--- src/rtl/pipeline_hazard_ctrl_pkg.sv ---
// Shared types for the pipeline hazard sequencer: FSM states, register constants
// and stall-cause codes reused by performance counters.
package pipe_pkg;

    typedef enum logic [1:0] {
        INIT     = 2'd0,
        RUN      = 2'd1,
        MD_WAIT  = 2'd2,
        MEM_WAIT = 2'd3
    } state_t;

    localparam logic [4:0] REG_ZERO = 5'd0;

    typedef enum logic [2:0] {
        CAUSE_NONE = 3'd0,
        CAUSE_INIT = 3'd1,
        CAUSE_MEM  = 3'd2,
        CAUSE_MD   = 3'd3,
        CAUSE_LU   = 3'd4,
        CAUSE_CTRL = 3'd5
    } stall_cause_t;

endpackage

--- src/rtl/pipeline_hazard_ctrl_lu.sv ---
// Load-use comparator: a load in EX whose destination feeds a source of the ID instruction.
module hazard_detect_lu
    import pipe_pkg::*;
(
    input  logic       ex_mem_read,
    input  logic [4:0] ex_rt,
    input  logic [4:0] id_rs,
    input  logic [4:0] id_rt,
    input  logic       id_uses_rt,
    output logic       lu
);

    // $zero is never a real dependency, so a load targeting it cannot cause a stall.
    assign lu = ex_mem_read && (ex_rt != REG_ZERO) &&
                ((ex_rt == id_rs) || (id_uses_rt && (ex_rt == id_rt)));

endmodule

--- src/rtl/pipeline_hazard_ctrl.sv ---
// Stall/flush sequencer for the 5-stage pipeline: load-use, control flush,
// mul/div occupancy and memory wait, plus a saturating stall-cycle counter.
module pipeline_hazard_ctrl
    import pipe_pkg::*;
#(
    parameter int MD_LATENCY = 4,
    parameter int CNT_W      = 16
) (
    input  logic             clk,
    input  logic             rst_n,
    input  logic [4:0]       id_rs,
    input  logic [4:0]       id_rt,
    input  logic             id_uses_rt,
    input  logic             ex_mem_read,
    input  logic [4:0]       ex_rt,
    input  logic             id_branch_taken,
    input  logic             id_jump,
    input  logic             ex_md_start,
    input  logic             mem_wait,
    output logic             pc_write,
    output logic             if_id_freeze,
    output logic             if_id_flush,
    output logic             id_ex_bubble,
    output logic             pipe_hold,
    output logic             md_busy,
    output logic [CNT_W-1:0] stall_cycles
);

    localparam logic [3:0] MD_LOAD = 4'(MD_LATENCY - 1);

    state_t             state_reg, state_next;
    logic [3:0]         md_cnt_reg, md_cnt_next;
    logic [CNT_W-1:0]   stall_cycles_reg;
    stall_cause_t       cause;
    logic               lu;

    hazard_detect_lu u_lu (
        .ex_mem_read (ex_mem_read),
        .ex_rt       (ex_rt),
        .id_rs       (id_rs),
        .id_rt       (id_rt),
        .id_uses_rt  (id_uses_rt),
        .lu          (lu)
    );

    always_ff @(posedge clk or negedge rst_n) begin
        if (!rst_n) begin
            state_reg        <= INIT;
            md_cnt_reg       <= 4'd0;
            stall_cycles_reg <= '0;
        end else begin
            state_reg  <= state_next;
            md_cnt_reg <= md_cnt_next;
            if ((state_reg != INIT) && !pc_write && (stall_cycles_reg != '1))
                stall_cycles_reg <= stall_cycles_reg + 1'b1;
        end
    end

    always_comb begin
        state_next   = state_reg;
        md_cnt_next  = md_cnt_reg;
        cause        = CAUSE_NONE;
        if_id_freeze = 1'b0;
        if_id_flush  = 1'b0;
        id_ex_bubble = 1'b0;
        pipe_hold    = 1'b0;
        md_busy      = 1'b0;

        case (state_reg)
            INIT: begin
                cause        = CAUSE_INIT;
                if_id_flush  = 1'b1;
                id_ex_bubble = 1'b1;
                state_next   = RUN;
            end
            MD_WAIT: begin
                cause        = CAUSE_MD;
                md_busy      = 1'b1;
                if_id_freeze = 1'b1;
                pipe_hold    = 1'b1;
                md_cnt_next  = md_cnt_reg - 4'd1;
                if (md_cnt_reg <= 4'd1)
                    state_next = mem_wait ? MEM_WAIT : RUN;
            end
            default: begin
                // MEM_WAIT re-evaluates the RUN priorities so release costs no extra bubble.
                state_next = RUN;
                if (mem_wait) begin
                    cause        = CAUSE_MEM;
                    if_id_freeze = 1'b1;
                    pipe_hold    = 1'b1;
                    state_next   = MEM_WAIT;
                end else if (ex_md_start) begin
                    cause        = CAUSE_MD;
                    if_id_freeze = 1'b1;
                    pipe_hold    = 1'b1;
                    md_busy      = 1'b1;
                    md_cnt_next  = MD_LOAD;
                    state_next   = MD_WAIT;
                end else if (lu) begin
                    cause        = CAUSE_LU;
                    if_id_freeze = 1'b1;
                    id_ex_bubble = 1'b1;
                end else if (id_branch_taken || id_jump) begin
                    cause        = CAUSE_CTRL;
                    if_id_flush  = 1'b1;
                end
            end
        endcase

        pc_write = (cause == CAUSE_NONE) || (cause == CAUSE_CTRL);
    end

    assign stall_cycles = stall_cycles_reg;

endmodule

--- config.mk ---
export PLATFORM = sky130hd
export DESIGN_NAME = pipeline_hazard_ctrl
export DESIGN_NICKNAME = d
export VERILOG_FILES = /design/src/rtl/pipeline_hazard_ctrl_pkg.sv /design/src/rtl/pipeline_hazard_ctrl_lu.sv /design/src/rtl/pipeline_hazard_ctrl.sv
export SDC_FILE = /design/constraint.sdc
export NUM_CORES = 1
export LEC_CHECK = 0
export BUFFER_PORTS_ARGS = -buffer_cell sky130_fd_sc_hd__buf_2
export CORE_UTILIZATION = 45
export DETAILED_ROUTE_END_ITERATION = 12
export HOLD_SLACK_MARGIN = 0.03
export PLACE_DENSITY_LB_ADDON = 0.05
export SLEW_MARGIN = 0
export SYNTH_ARGS = -nofsm -noshare
export SYNTH_HDL_FRONTEND = slang
export SYNTH_SLANG_ARGS = --single-unit
--- constraint.sdc ---
create_clock -name clk -period 1.95 [get_ports clk]
set_input_delay 0.0975 -clock clk [delete_from_list [all_inputs] [get_ports clk]]
set_output_delay 0.0975 -clock clk [all_outputs]
set_load 0.01 [all_outputs]
# Word level (Yosys, flattened, before mapping)
# Cells that the tools add are included.
# totals
regBits	22
output_inout_bits	22
elab_cells	59
# classes
addsub	2
order_cmp	1
eq_ne	7
muxes	30
bitwise_logic	1
reduce_logical	15
# ops
cell	count
16-bit by 1-bit adder with 16-bit output, second input constant	1
16-bit != test, second input constant	1
1-bit 2-to-1 mux	12
3-bit 2-to-1 mux	4
5-bit equality test	2
1-bit one-hot mux with 2 select lines	5
2-bit 2-to-1 mux	4
4-bit 2-to-1 mux	2
4-bit one-hot mux with 2 select lines	1
3-bit one-hot mux with 2 select lines	1
1-bit logical AND	5
5-bit nonzero test	1
4-bit by 1-bit <= comparator with 1-bit output, second input constant	1
2-bit one-hot mux with 2 select lines	1
2-bit nonzero test	2
4-bit by 1-bit subtractor with 4-bit output, second input constant	1
3-bit equality test, second input constant	1
3-bit zero test	1
1-bit logical OR	3
3-bit AND reduction	1
2-bit equality test, second input constant	1
2-bit zero test	1
2-bit by 1-bit != test with 1-bit output, second input constant	1
2-bit != test, second input constant	1
2 further kinds	2

# Logic depth before layout (Yosys ltp)
# logic_depth
ltp_word	13
ltp_mapped	7
ltp_nobuf	6

# Modules after synthesis
# From an unflattened synthesis, not the netlist that was laid out.
# hier_totals
hier_cells	131
hier_area_um2	1306.3
# modules_own_cells
mod	n_inst	cells_per_inst	area_per_inst_um2	seq_area_each_um2
pipeline_hazard_ctrl	1	114	1173.6	550.5
hazard_detect_lu	1	17	132.6	0.0

# Least setup slack after synthesis
# Ideal clock, no wire load.
# synth_timing
kind	reg2reg
from	register stall_cycles_reg[10] (netlist: stall_cycles[10])
to	register stall_cycles_reg[1] (netlist: stall_cycles[1])
arrival_time_ns	1.680
t_required_ns	1.825
setup_slack_ns	0.145
path_stages_with_launch	7
synth_period_minus_slack_ns	1.805
path_cell_list	dfrtp_1 -> and4_1 -> and3_1 -> nand3_1 -> nor2_2 -> or3_4 -> mux2_4
# synth_via
elab_chain_cells	2
# synth_rtl
item	line_no	text
from (decl)	pipeline_hazard_ctrl.sv:33	logic [CNT_W-1:0] stall_cycles_reg;
from (signal assigned)	pipeline_hazard_ctrl.sv:55	stall_cycles_reg <= stall_cycles_reg + 1'b1;
16-bit != test	pipeline_hazard_ctrl.sv:54	if ((state_reg != INIT) && !pc_write && (stall_cycles_reg != '1))
1-bit logical AND	pipeline_hazard_ctrl.sv:54	
# No other way between the ends.
# A chain may end at the register's enable or synchronous reset.

# Worst setup path after layout
# Same ends and word-level chain as after synthesis.

==> run metrics <==
Die Area 3070 um^2; Max Fclk between 0.5 and 0.6 GHz; post-synthesis sequential area ratio 42.9%; initial core utilization 49.5%; dominant cells by area after synthesis dfrtp_1 43%, xor2_1 9.6%, xnor2_1 7.5%; setup TNS 0 ps; share of cells above drive strength 1 32.6%; syn_nets 160; Slowest-stage cell, CP dfrtp_1; WS Path Type flop to flop; initial antenna violation count 0; post-route cell area 1650 um^2; Startpoint Class flop; Max clock buf depth 2; Final Skew 11.0 ps; CP endpoint kind flop; Synth Register Bits 22; Largest register FFs 16; Max Cap Violations 0; Mapped Cells 134; final period utilization 95.6%; slowest stage delay, CP ~460 ps; pwr/cell area about 1300 nW/um^2; number of synthesized flops with an enable pin 0; die width 55.4 um; crit-path cells and4_1, and3_1, nand3_1, nor2_4, or3_4, mux2_4; Final Max Tran Viols 0; Post-DP HPWL 2090 um; DIE HEIGHT roughly 55 um; maximum vdd ir drop 0.000866 V; TritonCTS Buffers 3; number of distinct library cells after synthesis 30; DR WL/cell 12.4 um; Routed Wire Length 2680 um; first-pass GRT wire length 4650 um; core area approximately 2600 um^2; FILL cells around 230; Synth Warn # 0; Total Routing Usage GR 18.3%; status completed; GPL Wtd Cong 0.799; io pins 45; crit path time final 1860 ps; final setup violation count 0; Clk Latency, worst-skew pair 310 ps; crit path DAT 2080 ps; depth of the CTS H-tree 1; largest net degree at the start of global routing 23; Mean Syn Cell Area approximately 9.6 um^2; # diodes 0; delay-heaviest family, CP simple AND/OR/NAND/NOR gates; Final ANT Viol Nets 0; # rows 18; CP Max Fanout 9; Lkg Pwr 0.759 nW; hold slack final 72.2 ps; DRC viols 0; Worst Max-Slew Pin Slew between 400 and 500 ps; Cells after DPL 210; Worst Path Required 2160 ps; Placed Area 1560 um^2; GR Overflow Total 0; post-synth top area share 42.9%; Hold/Removal Path Class input port to flop; DR pass1 iterations 4; via count 1149; Via density 5.29; ys async rst share 100%; synthesized cell area between 1000 and 1500 um^2; Critical path buffers and inverters 0; clk sink count 22; biggest area consumer among synthesized cells dfrtp_1; vias in the first global route 1147; Fin. Hold Viols 0; CTS root buffer clkbuf_4; post-route insts no fill approximately 220; Nets 214; Iter 0 DRT Violations 28; Synth Flop Type dfrtp_1; CTS tree done; P&R area growth vs syn 28.5%; max_slew headroom 67.3%; clock-pin transition on the worst setup and hold timing paths 130 ps; IO Port Bufs 44
-- layout by cell type (no fill, tap or decap), types with 2 or more instances in the layout --
cell,instances
clkbuf_4,3
xor2_1,14
nand3_1,12
buf_2,44
nand2_1,11
nand4_1,4
o21ai_0,7
and3_1,2
xnor2_1,11
nor4b_1,2
dfrtp_1,21
inv_1,4
nor2_1,9
ha_1,3
or3_1,2
nor3_1,11
and4_1,2
buf_4,5
a21oi_1,3
-- worst min-delay path, stage by stage --
cell	delay (ps)
buf_2	110
inv_1	70
a21oi_1	60
-- cells by family after synthesis --
family,count (synthesis),synth area share (%)
buf+inv,5,1.56
flops,22,42.9
fa+ha+maj,3,2.93
xor+xnor,25,17.1
compound gates,14,7.51
simple gates,63,26.1
mux,2,1.95
-- through the flow --
step / total power [mW] / util [%] / setup WS (ps)
floorplan: 1.43 / - / 145
global placement: 1.77 / 60.1 / 113
detailed placement: 1.80 / 60.1 / 64.5
CTS: 2.17 / 63.1 / 34.6
global route: 2.33 / 63.6 / -15.4
finish: 2.15 / 63.6 / 86.2
-- layout make-up --
type | instances | area (um^2) | area share (%)
Timing Repair Buffer | 50 | 268 | 16.2
Clock buffer | 3 | 22.5 | 1.37
Sequential cell | 22 | 552 | 33.5
Inverter | 4 | 15.0 | 0.911
Tap cell | 30 | 37.5 | 2.28
Multi-Input combinational cell | 107 | 723 | 43.9
Clock inverter | 1 | 30.0 | 1.82
-- per-layer routing --
| layer | vias to the layer above | track usage (%) | wire (um) |
|---|---|---|---|
| li1 | 579 | - | - |
| met3 | 2 | 3.51 | 118 |
| met2 | 37 | 32.2 | 1340 |
| met4 | 0 | 6.07 | 14 |
| met5 | - | 0 | 0 |
| met1 | 531 | 22.3 | 1210 |
-- worst paths after layout --
kind | slack (ps) | startpoint | end | depth (start not counted)
max | 90 | stall_cycles[10]$_DFFE_PN0P_ | stall_cycles[1]$_DFFE_PN0P_ | 6
min | 70 | mem_wait | state_reg[1]$_DFFE_PN0P_ | 3
max reg2reg | 90 | stall_cycles[10]$_DFFE_PN0P_ | stall_cycles[1]$_DFFE_PN0P_ | 6
min reg2reg | 490 | stall_cycles[15]$_DFFE_PN0P_ | stall_cycles[15]$_DFFE_PN0P_ | 1
max in group asynchronous | 1330 | rst_n | stall_cycles[3]$_DFFE_PN0P_ | 2
min in group asynchronous | 270 | rst_n | stall_cycles[1]$_DFFE_PN0P_ | 2
-- timing repair --
| item | in CTS | in global routing |
|---|---|---|
| setup endpoints to repair | 1 | 1 |
| buffers inserted | 2 | 0 |
| resized for setup | 0 | 3 |
| endpoints found under the hold margin | 22 | 0 |
| hold buffers | 1 | 0 |
-- synth_stat cells (2+ instances only) --
| cell | count |
|---|---|
| a21oi_1 | 3 |
| and3_1 | 2 |
| and4_1 | 2 |
| dfrtp_1 | 22 |
| ha_1 | 3 |
| inv_1 | 4 |
| nand2_1 | 11 |
| nand3_1 | 12 |
| nand4_1 | 4 |
| nor2_1 | 9 |
| nor3_1 | 11 |
| nor4b_1 | 3 |
| o21ai_0 | 7 |
| or3_1 | 2 |
| xnor2_1 | 11 |
| xor2_1 | 14 |
-- where the power goes --
part           internal, mW  leakage, nW  switching (mW)
sequential            0.652        0.248           0.216
combinational         0.447        0.483           0.485
clock                 0.208       0.0279           0.140
Note: power is estimated with default switching activity, not from simulation.
